--- src/rtl/mem_dma_pkg.sv ---
// mem_dma_pkg: opcode constants and FSM state encoding shared by the DMA engine.
package mem_dma_pkg;

    typedef logic [1:0] op_t;
    localparam op_t OP_READ  = 2'b00;
    localparam op_t OP_WRITE = 2'b01;
    localparam op_t OP_COPY  = 2'b10;
    localparam op_t OP_FILL  = 2'b11;

    typedef logic [1:0] state_t;
    localparam state_t ST_IDLE = 2'd0;
    localparam state_t ST_RD   = 2'd1;
    localparam state_t ST_WR   = 2'd2;
    localparam state_t ST_DONE = 2'd3;

endpackage

--- src/rtl/mem_dma.sv ---
// mem_dma: single-port memory engine executing READ / WRITE / COPY / FILL commands.
// One memory access per cycle; the memory writes on the falling clock edge, so every
// memory-facing output is a flop that settles right after the rising edge.
// Optional FILL support is built when MEM_DMA_FILL_EN is defined; otherwise opcode 11
// completes immediately without touching memory.
module mem_dma
    import mem_dma_pkg::*;
#(
    parameter int ADDR_W = 8,
    parameter int DATA_W = 8
) (
    input  logic              clk,
    input  logic              rst,
    input  logic              cmd_valid,
    output logic              cmd_ready,
    input  logic [1:0]        cmd_op,
    input  logic [ADDR_W-1:0] cmd_addr,
    input  logic [ADDR_W-1:0] cmd_dst,
    input  logic [7:0]        cmd_len,
    input  logic [DATA_W-1:0] cmd_wdata,
    output logic              rsp_valid,
    output logic [DATA_W-1:0] rsp_rdata,
    output logic [ADDR_W-1:0] mem_address,
    output logic [DATA_W-1:0] mem_data_in,
    output logic              mem_we,
    input  logic [DATA_W-1:0] mem_data_out
);

    state_t            state;
    op_t               op;      // opcode latched at acceptance
    logic [ADDR_W-1:0] src;     // next COPY source address
    logic [ADDR_W-1:0] dst;     // next COPY/FILL destination address
    logic [7:0]        cnt;     // bytes still to be written, including the current one

    // Command FSM; all outputs are registered alongside the state. mem_we and
    // rsp_valid default low so they can only be single-cycle in their states.
    always_ff @(posedge clk or posedge rst) begin
        if (rst) begin
            state       <= ST_IDLE;
            cmd_ready   <= 1'b1;
            rsp_valid   <= 1'b0;
            rsp_rdata   <= '0;
            mem_we      <= 1'b0;
            mem_address <= '0;
            mem_data_in <= '0;
            op          <= OP_READ;
            src         <= '0;
            dst         <= '0;
            cnt         <= '0;
        end else begin
            rsp_valid <= 1'b0;
            mem_we    <= 1'b0;
            case (state)
                ST_IDLE: begin
                    if (cmd_valid) begin
                        cmd_ready <= 1'b0;
                        op        <= cmd_op;
                        cnt       <= cmd_len;
                        case (cmd_op)
                            OP_READ: begin
                                state       <= ST_RD;
                                mem_address <= cmd_addr;
                            end
                            OP_WRITE: begin
                                state       <= ST_WR;
                                mem_we      <= 1'b1;
                                mem_address <= cmd_addr;
                                mem_data_in <= cmd_wdata;
                                cnt         <= 8'd0;
                            end
                            OP_COPY: begin
                                if (cmd_len == 8'd0) begin
                                    state     <= ST_DONE;
                                    rsp_valid <= 1'b1;
                                end else begin
                                    state       <= ST_RD;
                                    mem_address <= cmd_addr;
                                    src         <= cmd_addr + ADDR_W'(1);
                                    dst         <= cmd_dst;
                                end
                            end
                            default: begin
`ifdef MEM_DMA_FILL_EN
                                // mem_data_in holds the fill value for the whole run
                                if (cmd_len == 8'd0) begin
                                    state     <= ST_DONE;
                                    rsp_valid <= 1'b1;
                                end else begin
                                    state       <= ST_WR;
                                    mem_we      <= 1'b1;
                                    mem_address <= cmd_addr;
                                    mem_data_in <= cmd_wdata;
                                    dst         <= cmd_addr + ADDR_W'(1);
                                end
`else
                                state     <= ST_DONE;
                                rsp_valid <= 1'b1;
`endif
                            end
                        endcase
                    end
                end
                ST_RD: begin
                    // rsp_rdata always tracks the most recent byte read
                    rsp_rdata <= mem_data_out;
                    if (op == OP_COPY) begin
                        state       <= ST_WR;
                        mem_we      <= 1'b1;
                        mem_address <= dst;
                        mem_data_in <= mem_data_out;
                        dst         <= dst + ADDR_W'(1);
                    end else begin
                        state     <= ST_DONE;
                        rsp_valid <= 1'b1;
                    end
                end
                ST_WR: begin
                    cnt <= cnt - 8'd1;
                    if (op == OP_COPY && cnt != 8'd1) begin
                        state       <= ST_RD;
                        mem_address <= src;
                        src         <= src + ADDR_W'(1);
                    end
`ifdef MEM_DMA_FILL_EN
                    else if (op == OP_FILL && cnt != 8'd1) begin
                        mem_we      <= 1'b1;
                        mem_address <= dst;
                        dst         <= dst + ADDR_W'(1);
                    end
`endif
                    else begin
                        state     <= ST_DONE;
                        rsp_valid <= 1'b1;
                    end
                end
                default: begin
                    state     <= ST_IDLE;
                    cmd_ready <= 1'b1;
                end
            endcase
        end
    end

endmodule

--- config.mk ---
export PLATFORM = sky130hd
export DESIGN_NAME = mem_dma
export DESIGN_NICKNAME = d
export VERILOG_FILES = /design/src/rtl/mem_dma_pkg.sv /design/src/rtl/mem_dma.sv
export SDC_FILE = /design/constraint.sdc
export NUM_CORES = 1
export LEC_CHECK = 0
export ABC_AREA = 0
export CAP_MARGIN = 20
export CORE_MARGIN = 3
export CORE_UTILIZATION = 35
export CTS_BUF_LIST = sky130_fd_sc_hd__clkbuf_4
export CTS_CLUSTER_SIZE = 12
export DETAILED_ROUTE_END_ITERATION = 10
export PLACE_DENSITY = 0.7
export SETUP_SLACK_MARGIN = 0.4
export SYNTH_ARGS = -nofsm -noshare
export SYNTH_HDL_FRONTEND = slang
export SYNTH_SLANG_ARGS = --single-unit
--- constraint.sdc ---
create_clock -name clk -period 3.1 [get_ports clk]
set_input_delay 0.93 -clock clk [delete_from_list [all_inputs] [get_ports clk]]
set_output_delay 0.93 -clock clk [all_outputs]
set_load 0.1 [all_outputs]
==> reports/results.ini <==
[placement]
hpwl_um=6030
gp_congestion=0.812
port_buffers=71

[timing]
finalCritPeriodShare_pct=80.7
slew_violations=0
fin_crit_ps=2500
finalHoldViolCount=0
worst_slew_pin_slew_ps=705
fmax_ghz=0.400
tns_ps=0
skew_ps=17.3
slew_headroom_pct=53.0
rsz0062_at_grt=false
setup_viol=0

[synthesis]
ys_seq_elements=55
synth-seq-area-share_pct=41.7
synthFlopType=dfrtp_1
ys_top_cells_by_area=dfrtp_1 41%, a21oi_1 6.1%, mux2_2 5.1%
synthTopCellsByCount=54 x dfrtp_1, 40 x a21oi_1, 35 x nor2_1
synth-edff-count=0
synth_most_common_cell=dfrtp_1
ys_types=58
syn_area_sq_um=3310
synth_top_area_share_pct=40.9
avgSynthCellArea_sq_um=9.39
syn-num-nets=405
yosys.area.top_type=dfrtp_1
synth_warnings=0
async_flop_share_pct=100
syn_inst=352

[floorplanning]
die-area_sq_um=10700
die_w_um=103
coreArea_sq_um=8930
rows=34
die_h_um=103
io_pins=72
start_util_pct=37.0

[worst_setup_path]
end_kind=flip-flop
cp_data_required_time_ps=3450
crit_type=input pin to flip-flop
cp.arrival_ps=2850
startpoint_type=input pin
cp_max_fo=7

[route]
drc=0
wl_per_cell_um=15.2
wl_met2_um=3670
drtPass1Iterations=5
routed_via_density=5.48
first_iter_violations=123
num_vias=2900
met1_length_um=3610
routed_wl_um=8030
detail-route-antenna-nets=0
highest_layer=met4
route.met3.wl_um=679

[global_routing]
grt_first_pass_wirelength_um=13200
grt_antenna_before_repair=0
grt_max_degree=39
grt_pass1_vias=2805
grt_usage_pct=15.5
grt_overflow=0

[cts]
cts_tree=built
cts_setup_buffers=0
clk_latency_ps=390
cts.sinks=55
clk_path_buf_depth=2
cts.reportedPaths.clkPinSlew_ps=180
cts_root_buffer=clkbuf_4
htreeDepth=2
cts_buffers=5

[cells_and_area]
drive_gt1_share_pct=18.1
num_antenna_cells=0
nNetsFinal=473
area_delta_synth_final_pct=25.2

[run]
cap_viol_max_count=0

[outcome]
status=completed

[worst_hold_path]
hold_class=flip-flop to flip-flop

worst max-delay path, stage by stage:
cell and delay, ps:
clkdlybuf4s50_1 510, nor4_1 70, buf_4 140, a211o_2 380
a211o_2 400, o32a_1 340, nand3_1 80
metrics by stage:
| step | utilization (%) | hold slack, ps | area (sq um) | cells | setup WS [ps] |
|---|---|---|---|---|---|
| 3_5_place_dp | 45.6 | 478 | 4070 | 521 | 164 |
| 3_3_place_gp | 45.6 | 466 | 4070 | 521 | 201 |
| 6_report | 46.3 | 507 | 4140 | 529 | 598 |
| 5_1_grt | 46.3 | 537 | 4140 | 529 | 429 |
| 4_1_cts | 46.2 | 512 | 4130 | 529 | 500 |
| 2_1_floorplan | - | 451 | 3310 | 352 | 420 |
area by class of cell:
class	instances	area, sq um
Clock inverter	3	20.0
Timing Repair Buffer	81	743
Inverter	12	45.0
Clock buffer	5	37.5
Multi-Input combinational cell	265	1780
Sequential cell	55	1380
Fill cell	850	4790
Tap cell	108	135
worst paths after layout:
path,startpoint,cells after the start,slack (ps),end
worst max-delay path,cmd_len[0],7,600,src[7]
worst min-delay path,mem_address[0],1,510,mem_address[0]
worst max register to register,state[0],8,710,src[7]
worst min register to register,mem_address[0],1,510,mem_address[0]
max in group asynchronous,rst,3,1620,cmd_ready
min in group asynchronous,rst,2,860,mem_address[4]
kinds of logic after synthesis:
family	after synthesis	share of synthesized area (%)
XOR/XNOR	2	0.530
AND/OR/NAND/NOR	107	16.6
flip-flops	55	41.7
AO/OA/AOI/OAI	115	22.6
adder cells (fa/ha/maj)	8	3.03
multiplexers	33	10.7
buffers and inverters	32	4.96
per-layer routing:
metal,up-vias,global-route usage [%]
met5,-,0
met4,0,3.29
met3,6,5.43
met2,84,24.3
met1,1380,20.8
li1,1430,-
registers in the layout (all words and copies together), names as in the netlist:
signal       flops
mem_we           1
mem_data_in      8
mem_address      8
state            2
cmd_ready        1
rsp_valid        1
cnt              8
op               2
src              8
dst              8
rsp_rdata        8
cells in the final DEF (no fill, tap or decap), types with 5 or more instances in the layout:
cell,netlist,routed
mux2i_1,15,15
a21oi_1,40,40
clkdlybuf4s50_1,0,44
inv_1,12,11
a31oi_1,10,10
nor2_1,35,35
o21ai_0,18,18
nor2b_1,5,5
a211oi_1,5,5
ha_1,8,6
mux2_2,15,15
o22ai_1,6,6
o31ai_1,5,5
nor3_1,7,7
nand2_1,30,30
buf_4,0,35
clkbuf_4,0,5
dfrtp_1,54,54
a22oi_1,7,7
what timing repair did:
| item | in CTS | in global routing |
|---|---|---|
| endpoints found under the setup margin | 0 | 2 |
| hold buffers | 0 | 0 |
| resized for setup | 0 | 1 |
Power is not shown: default switching activity piles up to over one toggle a cycle in this logic, so the estimate is an artifact.
